==> config.mk <==
export PLATFORM = sky130hd
export DESIGN_NAME = ahb_slave_regfile_flat
export DESIGN_NICKNAME = d
export VERILOG_FILES = /design/src/rtl/ahb_pkg.sv /design/src/rtl/ahb_intf.sv /design/src/rtl/ahb_addr_decode.sv /design/src/rtl/ahb_slave_regfile.sv /design/src/flat_wrapper.sv
export SDC_FILE = /design/constraint.sdc
export NUM_CORES = 1
export LEC_CHECK = 0
export CORE_MARGIN = 1.5
export CORE_UTILIZATION = 45
export CTS_CLUSTER_DIAMETER = 80
export DETAILED_ROUTE_END_ITERATION = 6
export PLACE_DENSITY = 0.66
export SLEW_MARGIN = 25
export SYNTH_ARGS = -nofsm -noshare
export SYNTH_HDL_FRONTEND = slang
export SYNTH_SLANG_ARGS = --single-unit
==> constraint.sdc <==
create_clock -name hclk -period 6.1 [get_ports hclk]
set_input_delay 1.22 -clock hclk [delete_from_list [all_inputs] [get_ports hclk]]
set_output_delay 1.22 -clock hclk [all_outputs]
set_load 0.02 [all_outputs]
==> src/rtl/ahb_pkg.sv <==
// Shared AHB-Lite types and widths for register-style responders.
// No logic; width helper only.
package ahb_pkg;

    localparam int AHB_AW = 32;
    localparam int AHB_DW = 32;

    typedef enum logic [1:0] {
        HT_IDLE   = 2'b00,
        HT_BUSY   = 2'b01,
        HT_NONSEQ = 2'b10,
        HT_SEQ    = 2'b11
    } htrans_e;

    typedef enum logic [1:0] {
        HR_OKAY  = 2'b00,
        HR_ERROR = 2'b01
    } hresp_e;

    typedef enum logic [2:0] {
        S_IDLE,
        S_WAIT,
        S_DONE,
        S_ERR1,
        S_ERR2
    } slv_state_e;

    // Register index width; a single-register bank still needs a 1-bit index.
    function automatic int idx_w(input int n);
        return (n > 1) ? $clog2(n) : 1;
    endfunction

endpackage

==> src/rtl/ahb_intf.sv <==
// AHB-Lite bus bundle between one initiator and one responder.
// No logic; hready is the only backpressure signal.
interface ahb_intf;
    import ahb_pkg::*;

    logic              hsel;
    logic [AHB_AW-1:0] haddr;
    logic [1:0]        htrans;
    logic              hwrite;
    logic [3:0]        hprot;
    logic [AHB_DW-1:0] hwdata;
    logic [AHB_DW-1:0] hrdata;
    logic              hready;
    logic [1:0]        hresp;

    modport master (
        output hsel, haddr, htrans, hwrite, hprot, hwdata,
        input  hrdata, hready, hresp
    );

    modport slave (
        input  hsel, haddr, htrans, hwrite, hprot, hwdata,
        output hrdata, hready, hresp
    );

endinterface

==> src/rtl/ahb_addr_decode.sv <==
// Byte address to register index decode with range and alignment check.
// Latency: combinational. Backpressure: none.
module ahb_addr_decode
    import ahb_pkg::*;
#(
    parameter logic [31:0] BASE_ADDR = 32'h0000_0000,
    parameter int          NUM_REGS  = 16,
    parameter int          IDX_W     = idx_w(NUM_REGS)
) (
    input  logic [AHB_AW-1:0] haddr,
    output logic              valid,
    output logic [IDX_W-1:0]  idx
);

    logic [31:0] off;

    // Full-width compare before truncation so high offsets never alias.
    assign off   = haddr - BASE_ADDR;
    assign valid = (off[1:0] == 2'b00) && ({2'b00, off[31:2]} < 32'(NUM_REGS));
    assign idx   = off[2 +: IDX_W];

endmodule

==> src/rtl/ahb_slave_regfile.sv <==
// AHB-Lite register bank responder with programmable wait states and ERROR response.
// Latency: WAIT_STATES low cycles then one DONE cycle; errors take two cycles. Stalls via hready.
module ahb_slave_regfile
    import ahb_pkg::*;
#(
    parameter int          NUM_REGS    = 16,
    parameter int          WAIT_STATES = 1,
    parameter logic [31:0] BASE_ADDR   = 32'h0000_0000,
    parameter logic [31:0] RESET_VAL   = 32'h0
) (
    input  logic   hclk,
    input  logic   hrst_n,
    ahb_intf.slave bus
);

    localparam int IW = idx_w(NUM_REGS);

    slv_state_e        state, nstate;
    logic [3:0]        cnt, cnt_nxt;
    logic              dec_valid;
    logic [IW-1:0]     dec_idx;
    logic              lat_wr;
    logic [IW-1:0]     lat_idx;
    logic              ready_c;
    logic              accept;
    logic              rd_wr;
    logic [IW-1:0]     rd_idx;
    logic [AHB_DW-1:0] regs [NUM_REGS];
    logic [AHB_DW-1:0] rdata_q;
    logic              unused_bits;

    ahb_addr_decode #(
        .BASE_ADDR (BASE_ADDR),
        .NUM_REGS  (NUM_REGS),
        .IDX_W     (IW)
    ) u_decode (
        .haddr (bus.haddr),
        .valid (dec_valid),
        .idx   (dec_idx)
    );

    assign ready_c     = (state != S_WAIT) && (state != S_ERR1);
    assign accept      = bus.hsel && bus.htrans[1] && ready_c;
    assign bus.hready  = ready_c;
    assign bus.hresp   = (state == S_ERR1 || state == S_ERR2) ? HR_ERROR : HR_OKAY;
    assign bus.hrdata  = rdata_q;
    assign unused_bits = ^{bus.hprot, bus.htrans[0]};

    // With zero wait states a new transfer reaches DONE straight from its address phase.
    assign rd_wr  = accept ? bus.hwrite : lat_wr;
    assign rd_idx = accept ? dec_idx    : lat_idx;

    always_ff @(posedge hclk or negedge hrst_n) begin
        if (!hrst_n) begin
            state <= S_IDLE;
            cnt   <= 4'd0;
        end else begin
            state <= nstate;
            cnt   <= cnt_nxt;
        end
    end

    always_comb begin
        nstate  = state;
        cnt_nxt = cnt;
        case (state)
            S_IDLE, S_DONE, S_ERR2: begin
                nstate = S_IDLE;
                if (accept) begin
                    if (!dec_valid) begin
                        nstate = S_ERR1;
                    end else if (WAIT_STATES > 0) begin
                        nstate  = S_WAIT;
                        cnt_nxt = 4'(WAIT_STATES - 1);
                    end else begin
                        nstate = S_DONE;
                    end
                end
            end
            S_WAIT: begin
                if (cnt == 4'd0) nstate = S_DONE;
                else             cnt_nxt = cnt - 4'd1;
            end
            S_ERR1:  nstate = S_ERR2;
            default: nstate = S_IDLE;
        endcase
    end

    always_ff @(posedge hclk or negedge hrst_n) begin
        if (!hrst_n) begin
            lat_wr  <= 1'b0;
            lat_idx <= '0;
        end else if (accept) begin
            lat_wr  <= bus.hwrite;
            lat_idx <= dec_idx;
        end
    end

    always_ff @(posedge hclk or negedge hrst_n) begin
        if (!hrst_n) begin
            for (int i = 0; i < NUM_REGS; i++) regs[i] <= RESET_VAL;
            rdata_q <= '0;
        end else begin
            if (state == S_DONE && lat_wr) regs[lat_idx] <= bus.hwdata;
            // A read landing on the same edge as a committing write sees the new data.
            if (nstate == S_DONE && !rd_wr) begin
                if (state == S_DONE && lat_wr && lat_idx == rd_idx) rdata_q <= bus.hwdata;
                else                                                rdata_q <= regs[rd_idx];
            end
        end
    end

endmodule

==> src/flat_wrapper.sv <==
// flat-port wrapper written by rule: the top's interface ports become plain ports
module ahb_slave_regfile_flat import ahb_pkg::*;
#(
    parameter int          NUM_REGS    = 16,
    parameter int          WAIT_STATES = 1,
    parameter logic [31:0] BASE_ADDR   = 32'h0000_0000,
    parameter logic [31:0] RESET_VAL   = 32'h0
)
  (hclk, hrst_n, bus_hsel, bus_haddr, bus_htrans, bus_hwrite, bus_hprot, bus_hwdata, bus_hrdata, bus_hready, bus_hresp);
  ahb_intf bus_i ();
  input  logic hclk;
  input  logic hrst_n;
  input wire logic [$bits(bus_i.hsel)-1:0] bus_hsel;
  input wire logic [$bits(bus_i.haddr)-1:0] bus_haddr;
  input wire logic [$bits(bus_i.htrans)-1:0] bus_htrans;
  input wire logic [$bits(bus_i.hwrite)-1:0] bus_hwrite;
  input wire logic [$bits(bus_i.hprot)-1:0] bus_hprot;
  input wire logic [$bits(bus_i.hwdata)-1:0] bus_hwdata;
  output wire logic [$bits(bus_i.hrdata)-1:0] bus_hrdata;
  output wire logic [$bits(bus_i.hready)-1:0] bus_hready;
  output wire logic [$bits(bus_i.hresp)-1:0] bus_hresp;
  assign bus_i.hsel = bus_hsel;
  assign bus_i.haddr = bus_haddr;
  assign bus_i.htrans = bus_htrans;
  assign bus_i.hwrite = bus_hwrite;
  assign bus_i.hprot = bus_hprot;
  assign bus_i.hwdata = bus_hwdata;
  assign bus_hrdata = bus_i.hrdata;
  assign bus_hready = bus_i.hready;
  assign bus_hresp = bus_i.hresp;
  ahb_slave_regfile #(.NUM_REGS(NUM_REGS), .WAIT_STATES(WAIT_STATES), .BASE_ADDR(BASE_ADDR), .RESET_VAL(RESET_VAL)) u_core (.hclk(hclk), .hrst_n(hrst_n), .bus(bus_i));
endmodule
; ---- After elaboration in Yosys (flattened, before gate mapping)
; Cells that the tools add are included.
[op_classes]
add_sub_neg = 1
mul = 0
n_div = 0
magnitude_cmp = 4
eq_ne = 11
shift = 0
mux = 18
bitwise_logic = 2
reduce_logical = 16
[op_table]
columns = operator, n
row1 = bitwise mux 512 bit, 1
row2 = binary-select mux 32 bit (select 4 bit), 1
row3 = demux 32 bit (select 4 bit), 1
row4 = 2-to-1 mux 32 bit, 4
row5 = "less-than comparator 30 x 5 -> 1 bit, second input constant", 1
row6 = 2-to-1 mux 4 bit, 4
row7 = ">= comparator 5 bit, second input constant", 2
row8 = inverter 4 -> 5 bit, 2
row9 = "== test 3 x 2 -> 1 bit, second input constant", 3
row10 = case mux 3 bit (3 select lines), 1
row11 = logical AND 1 bit, 8
row12 = case mux 4 bit (2 select lines), 1
row13 = 2-to-1 mux 3 bit, 2
row14 = "less-than comparator 5 x 1 -> 1 bit, second input constant", 1
row15 = == test 4 bit, 1
row16 = logical NOT 4 bit, 1
row17 = "inequality test 2 x 1 -> 1 bit, second input constant", 2
row18 = AND reduction 4 bit, 1
row19 = "subtractor 4 x 1 -> 4 bit, second input constant", 1
row20 = "== test 3 x 1 -> 1 bit, second input constant", 1
row21 = "== test 3 bit, second input constant", 1
row22 = logical NOT 3 bit, 1
row23 = "inequality test 3 x 1 -> 1 bit, second input constant", 1
row24 = "inequality test 3 x 2 -> 1 bit, second input constant", 1
row25 = 8 further kinds, 9
[totals]
ff_bits = 556
latchBits = 0
ram_bits = 0
rom_bits = 0
input_bits = 74
out_inout_bits = 35
word_cells = 73
memories = 0

; ---- Depth between registers and ports, before layout
[depth]
word_depth = 9
ltp_mapped = 12
mapped_depth_nobuf = 8

; ---- Hierarchy
; Synthesis repeated with hierarchy kept, for this count alone.
[hier_totals]
hier_cells = 2457
area_unflattened_um2 = 28506.1
[modules_own_cells]
columns = mod, n_inst, cells_per_inst, area_each_um2, seq_area_each_um2
row1 = ahb_slave_regfile, 1, 2443, 28411.0, 13913.3
row2 = ahb_addr_decode, 1, 14, 95.1, 0.0

; ---- Least setup slack after synthesis
; Ideal clock, no wire load.
[synth_timing]
path_type = input -> register
startpoint = input bus_hsel
endpoint = register u_core.rdata_q[23] (netlist: u_core.bus.hrdata[23])
setup_time_ns = 0.139
t_arrival_ns = 2.975
required_ns = 5.961
setup_slack_ns = 2.987
stages = 10
n_path_buf = 3
path_cell_list = and2_1 buf_2 and3_4 nor2_4 inv_2 buf_6 buf_6 a211oi_1 a311oi_1 or4_1
[synth_via]
elab_chain_len = 8
word_cells_on_any_way = 16
classes_between = 2 x eq/ne / 8 x mux / 1 x bitwise / 5 x reduce/logical
[synth_lines]
columns = item, line
row1 = "start, declared", flat_wrapper.sv:13  ; input wire logic [$bits(bus_i.hsel)-1:0] bus_hsel;
row2 = logical AND 1 bit * (2 in a row), ahb_slave_regfile.sv:43  ; assign accept = bus.hsel && bus.htrans[1] && ready_c;
row3 = 2-to-1 mux 4 bit, -
row4 = inverter 4 -> 5 bit (not written as such), ahb_slave_regfile.sv:108  ; else rdata_q <= regs[rd_idx];
row5 = binary-select mux 32 bit (select 4 bit), ahb_slave_regfile.sv:108
row6 = 2-to-1 mux 32 bit (not written as such) (2 in a row), ahb_slave_regfile.sv:108
row7 = 2-to-1 mux 32 bit, ahb_slave_regfile.sv:107  ; if (state == S_DONE && lat_wr && lat_idx == rd_idx) rdata_q <= bus.hwdata;
row8 = "end signal, assigned", ahb_slave_regfile.sv:107
row9 = "end signal, assigned", ahb_slave_regfile.sv:108
row10 = "end, declared", ahb_slave_regfile.sv:29  ; logic [AHB_DW-1:0] rdata_q;
; Every way passes the cells marked *; elsewhere a longest branch is shown, timed or not. The select of a mux whose other input is x is not followed.
; A chain may end at the register's enable or synchronous reset.

; ---- Final worst setup path
[layout_timing]
startpoint = input bus_hsel
endpoint = register u_core.rdata_q[12] (netlist: u_core.bus.hrdata[12])
; Same word-level chain as after synthesis.

==> flow_summary.json <==
{
  "core_um2": 56400,
  "tightest_slew_ps": 1050,
  "fillers": 4850,
  "cts-root-buf": "clkbuf_16",
  "synthCells": 2103,
  "yosysTopAreaCellShare": 0.541,
  "period_needed_ps": 4270,
  "hp-start": "u_core.regs[72]",
  "ys_types": 56,
  "vdd_drop_max_mv": 0.287,
  "ctsResizeCount": 0,
  "start_util": 0.456,
  "numCtsBuffers": 58,
  "cp-end-kind": "flip-flop",
  "ctsHoldBuffers": 0,
  "switchingPower_mw": 4.72,
  "power_density_nw_per_um2": 479,
  "cp_max_fo": 25,
  "antenna_found_initial": 1,
  "drive_gt1_frac": 0.304,
  "ys_top_cells_by_area": "dfrtp_1 (54%), mux2_2 (21%), a211oi_1 (4.2%), and3_1 (3.3%), nand2_1 (2.9%)",
  "yosysSeqAreaShare": 0.541,
  "synth-main-ff-cell": "dfrtp_1",
  "final_util": 0.521,
  "skew_ps": 21.5,
  "switching_share": 0.335,
  "p_comb_frac": 0.328,
  "layout_commonest_cell": "dfrtp_1",
  "wl_met2_mm": 34.7,
  "grt_usage": 0.241,
  "synth-seq-cells": 556,
  "place.gp.congestion": 0.807,
  "grt_pass1_vias": 18481,
  "vias": 17719,
  "top_layer_used": "met5",
  "path_buf_inv": 3,
  "die_w_um": 242,
  "r2r_setup_slack_ps": 2250,
  "wl_met3_mm": 2.97,
  "holdWs_ps": 480,
  "clockBufferDepth": 3,
  "yosysTopAreaCell": "dfrtp_1",
  "syn-cell-area_um2": 25700,
  "arrival_ps": 4750,
  "postRouteAntennaNets": 0,
  "rsz0062_at_grt": "false",
  "p_seq_frac": 0.416,
  "area_growth_pct": 14.2,
  "cpPeakStageDelay_ps": 850,
  "fin_tns_setup_ps": 0,
  "critPathTopFamily": "simple AND/OR/NAND/NOR gates",
  "maxCapViolCount": 0,
  "slowest_stage": "nand2_1",
  "finalHoldViolations": 0,
  "rows": 87,
  "path_cells": "clkdlybuf4s50_1, nand2_1, o21ai_0, and2_4, inv_2, nand2_1, buf_12, o31ai_1, or4_1",
  "setup_viol": 0,
  "wl_met1_mm": 31.0,
  "required_ps": 6570,
  "clock_latency_ps": 620,
  "mappedNetlistNets": 2179,
  "drc_errors": 0,
  "fp.dieH_um": 242,
  "avgSynthCellArea_um2": 12.2,
  "layout_common_cells": "dfrtp_1 (556), mux2_2 (483), nand2_1 (188)",
  "worstSetupPathType": "in -> reg",
  "worstReg2RegStart": "u_core.state[0]",
  "reg2reg_depth": 9,
  "post_cts_buffers": 0,
  "io_pins": 109,
  "hold_path_depth": 1,
  "whs_endpoint": "u_core.regs[72]",
  "htreeDepth": 2,
  "io_buffers": 102,
  "wl_per_cell_um": 24.2,
  "fp.dieArea_um2": 58600,
  "yosysWarningCount": 0,
  "hold_path_class": "reg -> reg",
  "async_flop_share": 1.00,
  "startpoint_type": "input pin",
  "cts_tree": "done",
  "period_share": 0.700,
  "r2r_end": "u_core.bus.hrdata[12]",
  "status": "complete, no violations",
  "grt_pass1_wl_mm": 111,
  "routed_wirelength_mm": 70.5,
  "clk_pin_slew_ps": 60,
  "synth-edff-count": 0,
  "power_frac_clock": 0.256,
  "path_common_cell": "nand2_1",
  "grt_max_degree": 178,
  "p_leak_nw": 13.1,
  "drv_slew": 0,
  "power.internal_mw": 9.34,
  "relSlewSlack": 0.298,
  "numClockSinks": 556,
  "grt.overflow.total": 0,
  "first_iter_violations": 1327,
  "hpwl_mm": 38.5,
  "final_nets": 2180,
  "max_freq_mhz": 234,
  "drt_pass1_iterations": 7,
  "vias_per_cell": 6.10
}
==> cells in the mapped netlist, types with 2 or more instances <==
master	number
dfrtp_1	556
mux2_2	483
nand2_1	197
a211oi_1	144
and3_1	136
clkbuf_1	123
a311oi_1	84
buf_2	40
o21ai_0	35
o31ai_1	31
or4_1	31
mux2_1	30
buf_1	29
a21oi_1	26
or3_1	23
a21o_1	22
nor2_1	14
mux2i_1	11
nand3_1	11
nor4_1	9
nor3_1	7
inv_1	6
buf_6	5
and2_1	4
nand2b_1	4
buf_4	3
inv_2	3
or2_2	3
a22oi_1	2
and3_4	2
ha_1	2
nand4_1	2
o21ai_1	2
==> metal layers <==
metal  up-vias  global-route usage
met1      9382               0.323
met5         -                   0
met2       451               0.410
met4         2              0.0700
li1       7766                   -
met3       118              0.0290
==> power by group through the flow <==
stage | clock, mW | combinational [mW] | sequential (mW)
2_1_floorplan | 0 | 3.24 | 5.75
3_3_place_gp | 0 | 4.46 | 5.79
3_5_place_dp | 0 | 4.58 | 5.89
4_1_cts | 3.66 | 4.61 | 5.83
5_1_grt | 3.81 | 5.02 | 6.01
6_report | 3.60 | 4.61 | 5.85
==> metrics by stage <==
stage / setup WS [ps] / instances / total power, mW / instance area, um2
final: 1830 / 2907 / 14.1 / 29400
after global routing: 1700 / 2906 / 14.8 / 29400
after CTS: 1850 / 2905 / 14.1 / 29300
after detailed placement: 1180 / 2799 / 10.5 / 27400
after global placement: 1240 / 2799 / 10.3 / 27400
after floorplan: 2990 / 2103 / 8.99 / 25700
==> worst max path at each step <==
stage	slack, ps	startpoint	endpoint	cells past startpoint
3_3_place_gp	1240	bus_hsel	u_core.bus.hrdata[2]	9
3_5_place_dp	1180	bus_hsel	u_core.bus.hrdata[7]	9
4_1_cts	1850	bus_hsel	u_core.bus.hrdata[7]	9
2_1_floorplan	2990	bus_hsel	u_core.bus.hrdata[23]	10
5_1_grt	1700	bus_hsel	u_core.bus.hrdata[15]	9
6_report	1830	bus_hsel	u_core.bus.hrdata[12]	9
==> final cells by class <==
type	count	area, um2	area share
antenna	1	2.50	0.0000852
clock buffer	93	1790	0.0611
clock inverter	13	169	0.00575
inverter	10	50.0	0.00170
multi-input combinational	1337	11000	0.376
sequential	556	13900	0.474
tap	756	946	0.0322
timing repair buffer	141	1450	0.0494
==> sequential cells by signal, indices dropped and copies added, names as in the netlist <==
| register | cells |
|---|---|
| u_core.lat_wr | 1 |
| u_core.cnt | 4 |
| u_core.state | 3 |
| u_core.regs | 512 |
| u_core.bus.hrdata | 32 |
| u_core.lat_idx | 4 |
==> cells by family after synthesis <==
logic type      count (synthesis)  synth area share
flops                         556             0.541
mux                           524             0.229
simple gates                  452            0.0913
compound gates                356             0.102
buf+inv                       210            0.0346
fa+ha+maj                       2          0.000973
xor+xnor                        2          0.000681
other cells                     1          0.000146
Power figures use the tool's default switching activity.
